$ cat src/rtl/riscv_mmio_pkg.sv
// Shared definitions for the memory-mapped peripherals on the single-cycle core's store port:
// default register addresses, status bit positions and the UART transmitter state encoding.
package riscv_mmio_pkg;

  localparam logic [31:0] UART_TX_ADDR   = 32'h0000_0100;
  localparam logic [31:0] UART_STAT_ADDR = 32'h0000_0104;

  localparam int STAT_BUSY  = 0;
  localparam int STAT_FULL  = 1;
  localparam int STAT_EMPTY = 2;
  localparam int STAT_OVF   = 3;

  typedef enum logic [1:0] {
    UART_IDLE  = 2'd0,
    UART_START = 2'd1,
    UART_DATA  = 2'd2,
    UART_STOP  = 2'd3
  } uart_state_e;

  function automatic logic [31:0] pack_status(input logic busy, input logic full,
                                              input logic empty, input logic ovf);
    logic [31:0] s;
    s             = '0;
    s[STAT_BUSY]  = busy;
    s[STAT_FULL]  = full;
    s[STAT_EMPTY] = empty;
    s[STAT_OVF]   = ovf;
    return s;
  endfunction

endpackage

$ cat src/rtl/sync_fifo.sv
// Single-clock first-word-fall-through FIFO. A push into a full FIFO is accepted only when a
// pop happens in the same cycle; otherwise it is ignored and the caller decides what to flag.
module sync_fifo #(
  parameter int WIDTH = 8,
  parameter int DEPTH = 8
) (
  input  logic             clk,
  input  logic             rst_n,
  input  logic             push,
  input  logic [WIDTH-1:0] push_data,
  input  logic             pop,
  output logic [WIDTH-1:0] pop_data,
  output logic             full,
  output logic             empty
);

  localparam int PTR_W = $clog2(DEPTH);
  localparam int CNT_W = PTR_W + 1;

  logic [WIDTH-1:0] mem [DEPTH];

  logic [PTR_W-1:0] wr_ptr_q, wr_ptr_d;
  logic [PTR_W-1:0] rd_ptr_q, rd_ptr_d;
  logic [CNT_W-1:0] count_q, count_d;
  logic             do_push, do_pop;

  assign full     = (count_q == CNT_W'(DEPTH));
  assign empty    = (count_q == '0);
  assign pop_data = mem[rd_ptr_q];

  always_comb begin
    do_pop   = pop && !empty;
    do_push  = push && (!full || do_pop);
    wr_ptr_d = wr_ptr_q;
    rd_ptr_d = rd_ptr_q;
    count_d  = count_q;
    if (do_push) begin
      wr_ptr_d = wr_ptr_q + PTR_W'(1);
    end
    if (do_pop) begin
      rd_ptr_d = rd_ptr_q + PTR_W'(1);
    end
    case ({do_push, do_pop})
      2'b10:   count_d = count_q + CNT_W'(1);
      2'b01:   count_d = count_q - CNT_W'(1);
      default: count_d = count_q;
    endcase
  end

  always_ff @(posedge clk or negedge rst_n) begin
    if (!rst_n) begin
      wr_ptr_q <= '0;
      rd_ptr_q <= '0;
      count_q  <= '0;
    end else begin
      wr_ptr_q <= wr_ptr_d;
      rd_ptr_q <= rd_ptr_d;
      count_q  <= count_d;
    end
  end

  // Storage is not reset; pointers alone define what is valid.
  always_ff @(posedge clk) begin
    if (do_push) begin
      mem[wr_ptr_q] <= push_data;
    end
  end

endmodule

$ cat src/rtl/mmio_uart_tx.sv
// Memory-mapped 8N1 UART transmitter snooping the core's store port. Byte writes to the TX
// register are queued in a FIFO and serialized on tx; a status word feeds the load path.
module mmio_uart_tx
  import riscv_mmio_pkg::*;
#(
  parameter int          CLKS_PER_BIT = 16,
  parameter int          FIFO_DEPTH   = 8,
  parameter logic [31:0] TX_ADDR      = UART_TX_ADDR,
  parameter logic [31:0] STAT_ADDR    = UART_STAT_ADDR
) (
  input  logic        clk,
  input  logic        reset,
  input  logic        MemWrite,
  input  logic [31:0] DataAdr,
  input  logic [31:0] WriteData,
  output logic [31:0] StatusData,
  output logic        tx,
  output logic        tx_busy,
  output logic        fifo_full,
  output logic        overflow
);

  localparam int              CNT_W    = $clog2(CLKS_PER_BIT);
  localparam logic [CNT_W-1:0] CNT_LAST = CNT_W'(CLKS_PER_BIT - 1);

  uart_state_e      state_q, state_d;
  logic [CNT_W-1:0] cnt_q, cnt_d;
  logic [2:0]       bit_q, bit_d;
  logic [7:0]       shift_q, shift_d;
  logic             tx_q, tx_d;
  logic             ovf_q, ovf_d;

  logic             push_req, clr_req, drop;
  logic             fifo_pop, fifo_empty, baud_tick;
  logic [7:0]       fifo_dout;
  logic             unused_wdata;

  assign push_req     = MemWrite && (DataAdr == TX_ADDR);
  assign clr_req      = MemWrite && (DataAdr == STAT_ADDR) && WriteData[0];
  assign unused_wdata = ^WriteData[31:8];

  sync_fifo #(
    .WIDTH (8),
    .DEPTH (FIFO_DEPTH)
  ) u_fifo (
    .clk       (clk),
    .rst_n     (reset),
    .push      (push_req),
    .push_data (WriteData[7:0]),
    .pop       (fifo_pop),
    .pop_data  (fifo_dout),
    .full      (fifo_full),
    .empty     (fifo_empty)
  );

  // A full FIFO still takes the push when the transmitter frees a slot in the same cycle.
  assign drop = push_req && fifo_full && !fifo_pop;

  always_comb begin
    ovf_d = ovf_q;
    if (clr_req) begin
      ovf_d = 1'b0;
    end
    if (drop) begin
      ovf_d = 1'b1;
    end
  end

  assign baud_tick = (cnt_q == CNT_LAST);

  // Next-state logic: FSM, baud counter, bit index, shift register and FIFO pop.
  always_comb begin
    state_d  = state_q;
    cnt_d    = cnt_q + CNT_W'(1);
    bit_d    = bit_q;
    shift_d  = shift_q;
    fifo_pop = 1'b0;
    case (state_q)
      UART_IDLE: begin
        cnt_d = '0;
        if (!fifo_empty) begin
          fifo_pop = 1'b1;
          shift_d  = fifo_dout;
          state_d  = UART_START;
        end
      end
      UART_START: begin
        if (baud_tick) begin
          cnt_d   = '0;
          bit_d   = '0;
          state_d = UART_DATA;
        end
      end
      UART_DATA: begin
        if (baud_tick) begin
          cnt_d   = '0;
          shift_d = {1'b0, shift_q[7:1]};
          if (bit_q == 3'd7) begin
            state_d = UART_STOP;
          end else begin
            bit_d = bit_q + 3'd1;
          end
        end
      end
      UART_STOP: begin
        if (baud_tick) begin
          cnt_d = '0;
          if (!fifo_empty) begin
            fifo_pop = 1'b1;
            shift_d  = fifo_dout;
            state_d  = UART_START;
          end else begin
            state_d = UART_IDLE;
          end
        end
      end
      default: begin
        cnt_d   = '0;
        state_d = UART_IDLE;
      end
    endcase
  end

  // Line level is derived from the next state so tx is a clean register output.
  always_comb begin
    tx_busy = (state_q != UART_IDLE);
    case (state_d)
      UART_START: tx_d = 1'b0;
      UART_DATA:  tx_d = shift_d[0];
      default:    tx_d = 1'b1;
    endcase
  end

  always_ff @(posedge clk or negedge reset) begin
    if (!reset) begin
      state_q <= UART_IDLE;
      cnt_q   <= '0;
      bit_q   <= '0;
      shift_q <= '0;
      tx_q    <= 1'b1;
      ovf_q   <= 1'b0;
    end else begin
      state_q <= state_d;
      cnt_q   <= cnt_d;
      bit_q   <= bit_d;
      shift_q <= shift_d;
      tx_q    <= tx_d;
      ovf_q   <= ovf_d;
    end
  end

  assign tx         = tx_q;
  assign overflow   = ovf_q;
  assign StatusData = pack_status(tx_busy, fifo_full, fifo_empty, ovf_q);

endmodule

$ cat config.mk
export PLATFORM = sky130hd
export DESIGN_NAME = mmio_uart_tx
export DESIGN_NICKNAME = d
export VERILOG_FILES = /design/src/rtl/riscv_mmio_pkg.sv /design/src/rtl/sync_fifo.sv /design/src/rtl/mmio_uart_tx.sv
export SDC_FILE = /design/constraint.sdc
export NUM_CORES = 1
export LEC_CHECK = 0
export CORE_AREA = 2 2 99 101
export CTS_CLUSTER_DIAMETER = 40
export DETAILED_ROUTE_END_ITERATION = 12
export DIE_AREA = 0 0 101 103
export MAX_ROUTING_LAYER = met4
export PLACE_DENSITY = 0.85
export SLEW_MARGIN = 20
export SYNTH_ARGS = -nofsm -noshare
export SYNTH_HDL_FRONTEND = slang
export SYNTH_SLANG_ARGS = --single-unit
export TNS_END_PERCENT = 10
$ cat constraint.sdc
create_clock -name clk -period 3.3 [get_ports clk]
set_input_delay 0.33 -clock clk [delete_from_list [all_inputs] [get_ports clk]]
set_output_delay 0.33 -clock clk [all_outputs]
set_load 0.05 [all_outputs]
## After elaboration in Yosys (flattened, before gate mapping)

Memory sizes are Yosys's and may differ from the RTL's.
Cells that the tools add are included.

- Bits in registers: 29
- Bits in latches: 0
- Bits in writable memories: 64
- Memory bits (read-only): 0
- Input bits: 67
- Output and inout port bits: 36
- Logic and storage cells: 80
- Memories kept: 1

Memories:

| name | words | bits a word | read ports | clocked after memory_dff | wr ports | line | source |
|---|---|---|---|---|---|---|---|
| u_fifo.mem | 8 | 8 | 1 | 0 | 1 | sync_fifo.sv:20 | `logic [WIDTH-1:0] mem [DEPTH];` |

- Add/sub/neg operators: 6
- Multipliers: 0
- Divide/modulo/power cells: 0
- Magnitude comparators: 0
- Equal/unequal tests: 16
- Shift operators: 0
- Multiplexer cells: 26
- Bitwise operators: 0
- Reductions and logical operators: 21

Operators by type and width:

| operator | count |
|---|---|
| $eq A32 B9 Y1 const B | 2 |
| $mux W8 | 3 |
| $pmux W8 S3 | 1 |
| $pmux W4 S2 | 2 |
| $mux W2 | 5 |
| $add A3 B1 Y3 const B | 3 |
| $mux W3 | 3 |
| $add A4 B1 Y4 const B | 2 |
| $eq A2 B2 Y1 const B | 4 |
| $eq A4 B4 Y1 const B | 2 |
| $ne A2 B2 Y1 const B | 4 |
| $pmux W2 S4 | 1 |
| $reduce_bool A2 Y1 | 4 |
| $logic_and A1 B1 Y1 | 7 |
| $mux W1 | 7 |
| $eq A2 B1 Y1 const B | 3 |
| $pmux W3 S2 | 1 |
| $logic_not A4 Y1 | 1 |
| $mux W4 | 1 |
| $pmux W1 S2 | 2 |
| $reduce_and A4 Y1 | 1 |
| $sub A4 B1 Y4 const B | 1 |
| $eq A3 B3 Y1 const B | 1 |
| $logic_not A1 Y1 | 3 |
| 5 further kinds | 5 |

## Depth between registers and ports, before layout

- Word-level depth: 9
- Depth in mapped cells: 12
- Gate-level depth less buffers: 12

## Modules after synthesis

Synthesis repeated with hierarchy kept, for this count alone.

- Cell total of the unflattened synthesis: 325
- Area, all modules: 4714.5 um2

By module, submodules not included:

| module | times used | cells each | area each (um2) |
|---|---|---|---|
| sync_fifo | 1 | 159 | 3155.5 |
| mmio_uart_tx | 1 | 166 | 1559.0 |

## Worst setup path before layout

OpenSTA, ideal clock, no wires.

- Kind: reg2reg
- Start: reg state_q[1]
- End: mem u_fifo.mem[0][0], enable pin
- Library setup time: 0.395 ns
- Arrival: 2.286 ns
- Slack: 0.620 ns
- Stages on the path, launching flop included: 6
- Period minus slack after synthesis: 2.680 ns
- Cell sequence: dfrtp_1 ha_1 a41oi_4 o21ai_1 nand2_2 nor4_1

- Longest elaborated chain between the ends: 7
- Elaborated cells on any way between the ends: 8
- Those cells by class: 1 x eq/ne; 3 x mux; 4 x reduce/logical

RTL lines:

| element | line | source |
|---|---|---|
| from (decl) | mmio_uart_tx.sv:26 | `uart_state_e state_q, state_d;` |
| from (signal assigned) | mmio_uart_tx.sv:143 | `state_q <= state_d;` |
| $eq A2 B2 Y1 / $logic_not A2 Y1 (equally long branches) | mmio_uart_tx.sv:78 | `case (state_q)` |
| $pmux W1 S2 * | mmio_uart_tx.sv:78 |  |
| $logic_and A1 B1 Y1 * | sync_fifo.sv:32 | `do_pop = pop && !empty;` |
| $logic_or A1 B1 Y1 * | sync_fifo.sv:33 | `do_push = push && (!full \|\| do_pop);` |
| $logic_and A1 B1 Y1 * | sync_fifo.sv:33 |  |
| $mux W1 * | sync_fifo.sv:64 | `if (do_push) begin` |
| $mux W1 (implied by the code) * | sync_fifo.sv:65 | `mem[wr_ptr_q] <= push_data;` |
| to (decl) | sync_fifo.sv:20 |  |

Mark *: on every way between the ends. The rest lies on a longest branch, timed or not.

## Worst setup path in the final report

- Start: in DataAdr[16]
- End: reg u_fifo.count_q[3]

- Longest elaborated chain between the ends: 5
- Elaborated cells on any way between the ends: 7
- Those cells by class: 3 x eq/ne; 1 x mux; 3 x reduce/logical

RTL lines:

| element | line | source |
|---|---|---|
| from (decl) | mmio_uart_tx.sv:14 | `input logic [31:0] DataAdr,` |
| $eq A32 B9 Y1 * | mmio_uart_tx.sv:38 | `assign push_req = MemWrite && (DataAdr == TX_ADDR);` |
| $logic_and A1 B1 Y1 * | mmio_uart_tx.sv:38 |  |
| $logic_and A1 B1 Y1 * | sync_fifo.sv:33 |  |
| $eq A2 B1 Y1 / $eq A2 B2 Y1 (equally long branches) | sync_fifo.sv:43 | `case ({do_push, do_pop})` |
| $pmux W4 S2 / $reduce_bool A2 Y1 (equally long branches) | n/a |  |
| to (signal assigned) | sync_fifo.sv:58 | `count_q <= count_d;` |
| to (decl) | sync_fifo.sv:24 | `logic [CNT_W-1:0] count_q, count_d;` |

Marks and branches as above.
A chain may end at the register's enable or synchronous reset.

==> flow_summary.yaml <==
sta:
  relSlewSlack: 0.566
  hold_viol: 0
  rsz0062_at_grt: "false"
  finalClockSkew_ns: 0.0137
  fin_crit_ns: 2.80
  fmax_mhz: 357
  final.setup.tns_ns: 0
  setup_viol: 0
  final_max_slew_viol_count: 0
  period_share: 0.848
  worst_slew_pin_slew_ns: 0.646
finish:
  area_growth_pct: 16.1
  fin_nets: 460
  antennaDiodeCount: 0
  design_area_um2: 5270
  layout_common_cells: "edfxtp_1 (64), clkdlybuf4s50_1 (50), conb_1 (28), dfrtp_1 (28), nor2_1 (20)"
  nFillCells: 740
  drive_gt1_frac: 0.156
  final_common_cell: "edfxtp_1"
logic_synthesis:
  synthCells: 324
  synth_area_um2: 4540
  synth_edf_count: 64
  yosys_most_used_dff: "edfxtp_1"
  syn_area_per_cell_um2: 14.0
  ys_warn_count: 0
  ys_ff_latch: 93
  synthArstFlopShare: 0.312
  yosysSeqAreaShare: 0.584
  ys_types: 59
worst_setup_path:
  r2r-start: "state_q[1]"
  required_ns: 3.58
  path_class: "input port to flop"
  crit_arrival_ns: 3.08
  end_kind: "flop"
  reg2reg_depth: 11
  critical_path.max_fanout: 3
  cp-start-kind: "input port"
  r2r_slack_ns: 0.57
  reg2reg_to: "u_fifo.count_q[3]"
power_and_ir_drop:
  swShare: 0.253
  vdd_drop_max_mv: 0.287
  p_comb_frac: 0.065
  power.internal_mw: 1.59
  power_density_nw_per_um2: 405
  power_leakage_nw: 1.95
  clkPwrFrac: 0.350
  p_switching_uw: 540
  seq_power_share: 0.585
floorplan:
  rows: 36
  core_um2: 9460
  die_w_um: 101
  die_y_um: 103
  io-pin-count: 103
  initial_utilization: 0.480
  die_area_um2: 10400
place:
  dpl_cell_area_um2: 5070
  gp_congestion: 0.858
  hpwl_mm: 5.88
  io_buffers: 50
status:
  status: "completed"
job:
  timing.max_cap.violations: 0
drt:
  vias: 2780
  drc_errors: 0
  routed_wl_mm: 8.34
  drt_iter0_drc: 184
  ant_nets: 0
  drtPass1Iterations: 6
  via_per_inst: 5.57
  wl_per_cell_um: 16.7
clocking:
  cts_tree: "yes"
  htree_levels: 3
  cts_hold_buf: 0
  cts.root.buffer_cell: "clkbuf_8"
  cts_buffer_depth: 2
  cts_setup_buffers: 0
  cts-resized-gates: 0
  cts_buffers: 9
  clk_pin_slew_worst_paths_ns: 0.11
  cts_sinks: 93
  clock_latency_ns: 0.37
worst_hold_path:
  hold_class: "input port to async pin"
grt:
  grt_max_degree: 30
  grt_usage: 0.178
  antenna_found_initial: 0
  grt-ovfl-total: 0
  grt_pass1_wl_mm: 13.6
  grt_pass1_vias: 2786
-- cells by family (layout without fill, tap and decap cells) --
kind of cell | Yosys count | count (layout) | share of synthesized area
buffers and inverters | 54 | 88 | 0.0769
and+or+nand+nor | 87 | 87 | 0.104
xor gates and xnor gates | 6 | 6 | 0.0116
adders and majority gates | 13 | 13 | 0.0375
DFF | 93 | 93 | 0.584
muxes | 25 | 25 | 0.0996
AOI/OAI and AO/OA | 45 | 45 | 0.0855
other | 1 | 28 | 0.000827
-- cells in the mapped netlist (7+ instances only) --
cell type	number	share of area
a21oi_1	7	0.0077
buf_4	34	0.056
dfrtp_1	28	0.15
edfxtp_1	64	0.42
ha_1	12	0.033
inv_1	8	0.0066
mux2i_1	8	0.018
mux4_2	16	0.079
nand2_1	17	0.014
nand3_1	11	0.012
nor2_1	20	0.017
nor3_1	11	0.012
nor4_1	7	0.0097
-- state kept, by name, indices dropped and copies added (netlist names) --
| register | flops |
|---|---|
| tx | 1 |
| shift_q | 8 |
| u_fifo.rd_ptr_q | 3 |
| u_fifo.mem | 64 |
| bit_q | 3 |
| u_fifo.wr_ptr_q | 3 |
| state_q | 2 |
| overflow | 1 |
| cnt_q | 4 |
| u_fifo.count_q | 4 |
-- layer usage --
metal	vias to the layer above	global-route usage	share of wire
met5	-	-	0
met4	0	0.0582	0.019
met3	17	0.0407	0.046
met2	84	0.310	0.53
met1	1399	0.205	0.40
li1	1280	-	-
-- power by group through the flow --
stage / clock [mW] / sequential, mW / combinational [mW]
floorplan: 0 / 1.27 / 0.0971
global placement: 0 / 1.27 / 0.136
detailed placement: 0 / 1.27 / 0.139
CTS: 0.760 / 1.25 / 0.139
global route: 0.811 / 1.25 / 0.148
finish: 0.747 / 1.25 / 0.139
-- worst max-delay path, stage by stage --
cell and delay (ns):
clkdlybuf4s50_1 0.40, nor4_1 0.32, nand4_1 0.25, or3_1 0.42, nand2_1 0.12, inv_1 0.07
ha_1 0.33, a21oi_1 0.19, nand2_1 0.13, o31a_1 0.27, a221oi_2 0.25
-- through the flow --
stage	setup slack [ns]	total power, mW	std cells	hold WS [ns]	utilization
2_1_floorplan	0.620	1.37	351	0.0344	-
3_3_place_gp	0.214	1.41	483	0.467	0.536
3_5_place_dp	0.112	1.41	483	0.498	0.536
4_1_cts	0.490	2.15	499	0.337	0.557
5_1_grt	0.317	2.21	499	0.367	0.557
6_report	0.502	2.13	499	0.331	0.557
-- worst max path at each step --
stage	from	to	slack [ns]	cells past startpoint
floorplan	state_q[1]	u_fifo.mem[0][0]	0.62	5
global placement	DataAdr[16]	u_fifo.count_q[3]	0.21	11
detailed placement	DataAdr[29]	u_fifo.count_q[3]	0.11	11
CTS	DataAdr[29]	u_fifo.count_q[3]	0.49	11
global route	DataAdr[16]	u_fifo.count_q[3]	0.32	11
finish	DataAdr[16]	u_fifo.count_q[3]	0.50	11
-- layout make-up --
cell class                      instances  area, µm²  share of cell area
Clock buffer                            9        124              0.0235
Clock inverter                          7       75.1              0.0143
Inverter                                9       38.8             0.00736
Multi-Input combinational cell        204       1640               0.311
Sequential cell                        93       2650               0.503
Tap cell                              114        143              0.0271
Timing Repair Buffer                   63        598               0.114
Power figures use the tool's default switching activity.
